## src/rtl/serial_adder_pkg.sv

```systemverilog
// serial_adder_pkg
//   Shared definitions for the bit-serial adder: FSM state encodings,
//   the default operand width and the bit-counter width helper.
package serial_adder_pkg;

    localparam int DEFAULT_WIDTH = 8;

    typedef enum logic [1:0] {
        ST_IDLE = 2'd0,
        ST_RUN  = 2'd1,
        ST_DONE = 2'd2
    } state_t;

    // Counter must index bits 0..width-1.
    function automatic int cnt_width(input int width);
        return (width < 2) ? 1 : $clog2(width);
    endfunction

endpackage

```

## src/rtl/serial_adder_f_adder.sv

```systemverilog
// f_adder
//   Combinational full adder built from two half-adder cells and an OR gate.
//   Ports:
//     a, b  : operand bits
//     ci    : carry in
//     so    : sum out
//     co    : carry out
module f_adder (
    input  logic a,
    input  logic b,
    input  logic ci,
    output logic so,
    output logic co
);

    logic ha0_s;
    logic ha0_c;
    logic ha1_c;

    // first half adder: a + b
    assign ha0_s = a ^ b;
    assign ha0_c = a & b;

    // second half adder: partial sum + carry in
    assign so    = ha0_s ^ ci;
    assign ha1_c = ha0_s & ci;

    assign co    = ha0_c | ha1_c;

endmodule

```

## src/rtl/serial_adder.sv

```systemverilog
// serial_adder
//   Bit-serial WIDTH-bit adder: one full-adder cell plus a carry flop,
//   producing one sum bit per clock, LSB first.
//   Optional macro SERIAL_ADDER_OVF_EN adds a registered two's-complement
//   overflow output ovf.
//   Ports:
//     clk    : system clock, rising edge
//     rst    : synchronous active-high reset
//     start  : request pulse, accepted only while ready
//     a, b   : operands, latched on accepted start
//     ci     : carry in, latched on accepted start
//     ready  : high in IDLE and DONE
//     busy   : high in RUN
//     done   : one-cycle pulse when sum/co are updated
//     sum    : registered result, held until the next result
//     co     : registered carry out
//     ovf    : (SERIAL_ADDER_OVF_EN only) registered signed overflow
module serial_adder
    import serial_adder_pkg::*;
#(
    parameter int WIDTH = DEFAULT_WIDTH
) (
    input  logic             clk,
    input  logic             rst,
    input  logic             start,
    input  logic [WIDTH-1:0] a,
    input  logic [WIDTH-1:0] b,
    input  logic             ci,
    output logic             ready,
    output logic             busy,
    output logic             done,
    output logic [WIDTH-1:0] sum,
    output logic             co
`ifdef SERIAL_ADDER_OVF_EN
    ,
    output logic             ovf
`endif
);

    localparam int            CW   = cnt_width(WIDTH);
    localparam int            RW   = WIDTH - 1;
    localparam logic [CW-1:0] LAST = CW'(WIDTH - 1);

    state_t           state_q, state_d;
    logic [WIDTH-1:0] a_sh_q, a_sh_d;
    logic [WIDTH-1:0] b_sh_q, b_sh_d;
    // Only WIDTH-1 bits are kept; the final bit goes straight into sum.
    logic [RW-1:0]    res_q, res_d;
    logic             carry_q, carry_d;
    logic [CW-1:0]    cnt_q, cnt_d;
    logic [WIDTH-1:0] sum_q, sum_d;
    logic             co_q, co_d;
`ifdef SERIAL_ADDER_OVF_EN
    logic             ovf_q, ovf_d;
`endif

    logic fa_so;
    logic fa_co;

    f_adder u_f_adder (
        .a  (a_sh_q[0]),
        .b  (b_sh_q[0]),
        .ci (carry_q),
        .so (fa_so),
        .co (fa_co)
    );

    always_comb begin
        state_d = state_q;
        a_sh_d  = a_sh_q;
        b_sh_d  = b_sh_q;
        res_d   = res_q;
        carry_d = carry_q;
        cnt_d   = cnt_q;
        sum_d   = sum_q;
        co_d    = co_q;
`ifdef SERIAL_ADDER_OVF_EN
        ovf_d   = ovf_q;
`endif
        case (state_q)
            ST_IDLE, ST_DONE: begin
                state_d = ST_IDLE;
                if (start) begin
                    a_sh_d  = a;
                    b_sh_d  = b;
                    carry_d = ci;
                    cnt_d   = '0;
                    state_d = ST_RUN;
                end
            end
            ST_RUN: begin
                a_sh_d  = a_sh_q >> 1;
                b_sh_d  = b_sh_q >> 1;
                res_d   = RW'({fa_so, res_q} >> 1);
                carry_d = fa_co;
                cnt_d   = cnt_q + CW'(1);
                if (cnt_q == LAST) begin
                    state_d = ST_DONE;
                    sum_d   = {fa_so, res_q};
                    co_d    = fa_co;
`ifdef SERIAL_ADDER_OVF_EN
                    // carry_q is the carry into the MSB on this last bit
                    ovf_d   = carry_q ^ fa_co;
`endif
                end
            end
            default: state_d = ST_IDLE;
        endcase
    end

    always_ff @(posedge clk) begin
        if (rst) begin
            state_q <= ST_IDLE;
            a_sh_q  <= '0;
            b_sh_q  <= '0;
            res_q   <= '0;
            carry_q <= 1'b0;
            cnt_q   <= '0;
            sum_q   <= '0;
            co_q    <= 1'b0;
`ifdef SERIAL_ADDER_OVF_EN
            ovf_q   <= 1'b0;
`endif
        end else begin
            state_q <= state_d;
            a_sh_q  <= a_sh_d;
            b_sh_q  <= b_sh_d;
            res_q   <= res_d;
            carry_q <= carry_d;
            cnt_q   <= cnt_d;
            sum_q   <= sum_d;
            co_q    <= co_d;
`ifdef SERIAL_ADDER_OVF_EN
            ovf_q   <= ovf_d;
`endif
        end
    end

    assign ready = (state_q == ST_IDLE) || (state_q == ST_DONE);
    assign busy  = (state_q == ST_RUN);
    assign done  = (state_q == ST_DONE);
    assign sum   = sum_q;
    assign co    = co_q;
`ifdef SERIAL_ADDER_OVF_EN
    assign ovf   = ovf_q;
`endif

endmodule

```

## config.mk

```make
export PLATFORM = sky130hd
export DESIGN_NAME = serial_adder
export DESIGN_NICKNAME = d
export VERILOG_FILES = /design/src/rtl/serial_adder_pkg.sv /design/src/rtl/serial_adder_f_adder.sv /design/src/rtl/serial_adder.sv
export SDC_FILE = /design/constraint.sdc
export NUM_CORES = 1
export LEC_CHECK = 0
export ABC_CLOCK_PERIOD_IN_PS = 2200
export BUFFER_PORTS_ARGS = -buffer_cell sky130_fd_sc_hd__buf_2
export CORE_ASPECT_RATIO = 1.5
export CORE_UTILIZATION = 55
export CTS_CLUSTER_SIZE = 28
export DETAILED_ROUTE_END_ITERATION = 10
export PLACE_DENSITY = 0.78
export SLEW_MARGIN = 30
export SYNTH_ARGS = -nofsm -noshare
export SYNTH_HDL_FRONTEND = slang
export SYNTH_SLANG_ARGS = --single-unit
```

## constraint.sdc

```tcl
create_clock -name clk -period 2.2 [get_ports clk]
set_input_delay 0.44 -clock clk [delete_from_list [all_inputs] [get_ports clk]]
set_output_delay 0.44 -clock clk [all_outputs]
set_load 0.01 [all_outputs]
```

==> metrics.txt <==
Synth Flop Type dfxtp_1; Final Critical Period 1.725 ns; DRC 0; clock buffer depth 2; largest net degree at the start of global routing 44; fillers 247; grt ovf 0; CTS tree yes; synth warn 0; vias in the first global route 1260; ANT nets after route 0; port bufs 31; Total GRT Usage 23.61%; Placer Congestion 0.7770; H-tree levels 2; Cell variety after synth 19; XOR/XNOR share of the synthesized area 0%; drt first-iter violations 16; Routed WL per cell 11.88 um; Post-Synth Adder-Cell Area 2.934%; hold_ws 0.3852 ns; outcome complete, no violations; syn avg cell area 8.080 sq um; initial antenna violation count 0; Slew HR 55.96%; PwrDens 764.5 nW/um^2; Tightest Pin Transition 0.6605 ns; Leakage Power 0.0007078 uW; largest stage delay on the critical path 0.42 ns; Synth Cell Area 1535 sq um; number of detailed-route iterations in the first pass 4; Synth Area in Compound Gates 15.89%; ranking of synthesized cells by area dfxtp_1 (50%), nand2_1 (14%), a311oi_1 (8.6%); post-synthesis simple-gate area fraction 25.18%; Critical Path Source Type register; fin. max-slew vios 0; WP data arrival 1.28 ns; Critical Path Sink Type output port; VDD IR max 546.2 uV; Post-layout nets 238; Final setup viols 0; Synthesized Nets 213; Final Hold Fails 0; fmax 579.8 MHz; Worst-path clk slew 0.07 ns; post-CTS setup buffers 0; first-pass GRT wire length 5.181 mm; CTS Hold Bufs 0; EDFF count, synth 0; Cells after Synth 190; fin crit share 78.40%; critical path class register to output port; Post-CTS Resized 0; DP HPWL 2.017 mm; main combinational cell family by area after synthesis simple AND/OR/NAND/NOR gates; CORE AREA 2648 sq um; Area growth syn-to-layout 13.61%; Root Buffer Master clkbuf_8; Slowest cell on crit path dfxtp_1; initial core utilization 57.99%; Crit path max-delay family buffers and inverters; die extent in y 66.71 um; CTS Sinks 38; CP max FO 20; Bufs and invs on worst path 2; leading area contributor after synthesis dfxtp_1; multi-input combinational cell area 675.6 sq um; antenna cells 0; Routed WL 2.993 mm; post-synthesis mux area share 0%; die width 45.14 um; Via Count 1341; register bit count reported by yosys 38; Skew-Pair Late Insertion Delay 0.29 ns; Setup Skew 0.002729 ns; sequential area share after synthesis 49.55%; total CTS buffers 5; crit-path cells nand2b_1 -> inv_2 -> buf_2; Yosys top cell area share 49.55%; layout cells sized above 1 18.60%; area taken by flip-flops and latches 760.7 sq um; Required @ worst endpoint 1.76 ns; vias per inst 5.321; hold crit path type primary input to register; die area 3011 sq um; io pins 32; Post-synth ARST share 0%; row count 23; sum of negative setup slack 0 ns; max_cap viols 0; RSZ-0062 raised after global routing false
per-stage QoR:
step	cells	area (sq um)	total power [uW]	util [%]	setup slack (ns)
after floorplan	190	1535	872.3	-	0.8915
after global placement	245	1668	899.1	63.00	0.7098
after detailed placement	245	1668	906.3	63.00	0.6294
after CTS	252	1744	1348	65.88	0.4732
after global routing	252	1744	1397	65.88	0.3841
final	252	1744	1333	65.88	0.4752
worst register-to-register path, stage by stage (launching register included):
cell	delay [ns]
dfxtp_1	0.35
ha_1	0.15
ha_1	0.36
nand3b_1	0.33
nand2_1	0.17
a21oi_1	0.07
final timing paths:
check / startpoint / endpoint / slack (ns) / cells past startpoint
setup / recovery: state_q[0] / busy / 0.48 / 3
hold / removal: b[7] / b_sh_q[7] / 0.39 / 3
setup reg to reg: cnt_q[0] / sum[4] / 0.63 / 5
hold reg to reg: sum[3] / sum[3] / 0.45 / 2
Yosys cell counts (2+ instances only):
master    instances
ha_1              2
a21oi_1          21
nor2b_1           2
buf_2             4
nand2b_1          3
buf_6             2
a311oi_1         15
nand2_1          57
clkbuf_1          6
nand3_1          14
nor2_1           17
buf_4             3
dfxtp_1          38
power by group:
part	switching, uW	internal (uW)
Clock	226	218
Sequential	21.5	724
Combinational	88.6	56.2
registers in the layout (all words and copies together) (netlist names):
signal	count
sum	8
a_sh_q	8
co	1
state_q	2
carry_q	1
cnt_q	3
res_q	7
b_sh_q	8
cells by family (layout without fill, tap and decap cells):
family,after synthesis,count (layout)
simple gates,94,94
flops,38,38
compound gates,37,37
buf+inv,18,43
fa+ha+maj,3,3
layer usage:
layer	up-vias	routed length (um)	GRT usage, %
met2	38	1508	37.68
met5	-	0	0
met3	9	137	6.504
li1	690	-	-
met1	604	1259	26.92
met4	0	87	14.77
layout make-up:
cell class | count | share of cell area, %
Timing Repair Buffer | 34 | 10.19
Multi-Input combinational cell | 134 | 38.74
Clock buffer | 7 | 4.376
Inverter | 2 | 0.4304
Tap cell | 37 | 2.654
Sequential cell | 38 | 43.62
placed cells by master, fill, tap and decap left out:
cell type  count
nor2_1        17
nor2b_1        2
ha_1           2
dfxtp_1       38
o21a_1         1
buf_4          3
nand3_1       14
clkbuf_8       5
nand3b_1       1
nand2_1       57
a21oi_1       21
inv_1          1
fa_1           1
a311oi_1      15
nand2b_1       3
inv_2          1
clkbuf_1       2
buf_2         31
No activity file was read; power rests on OpenSTA's default activity.
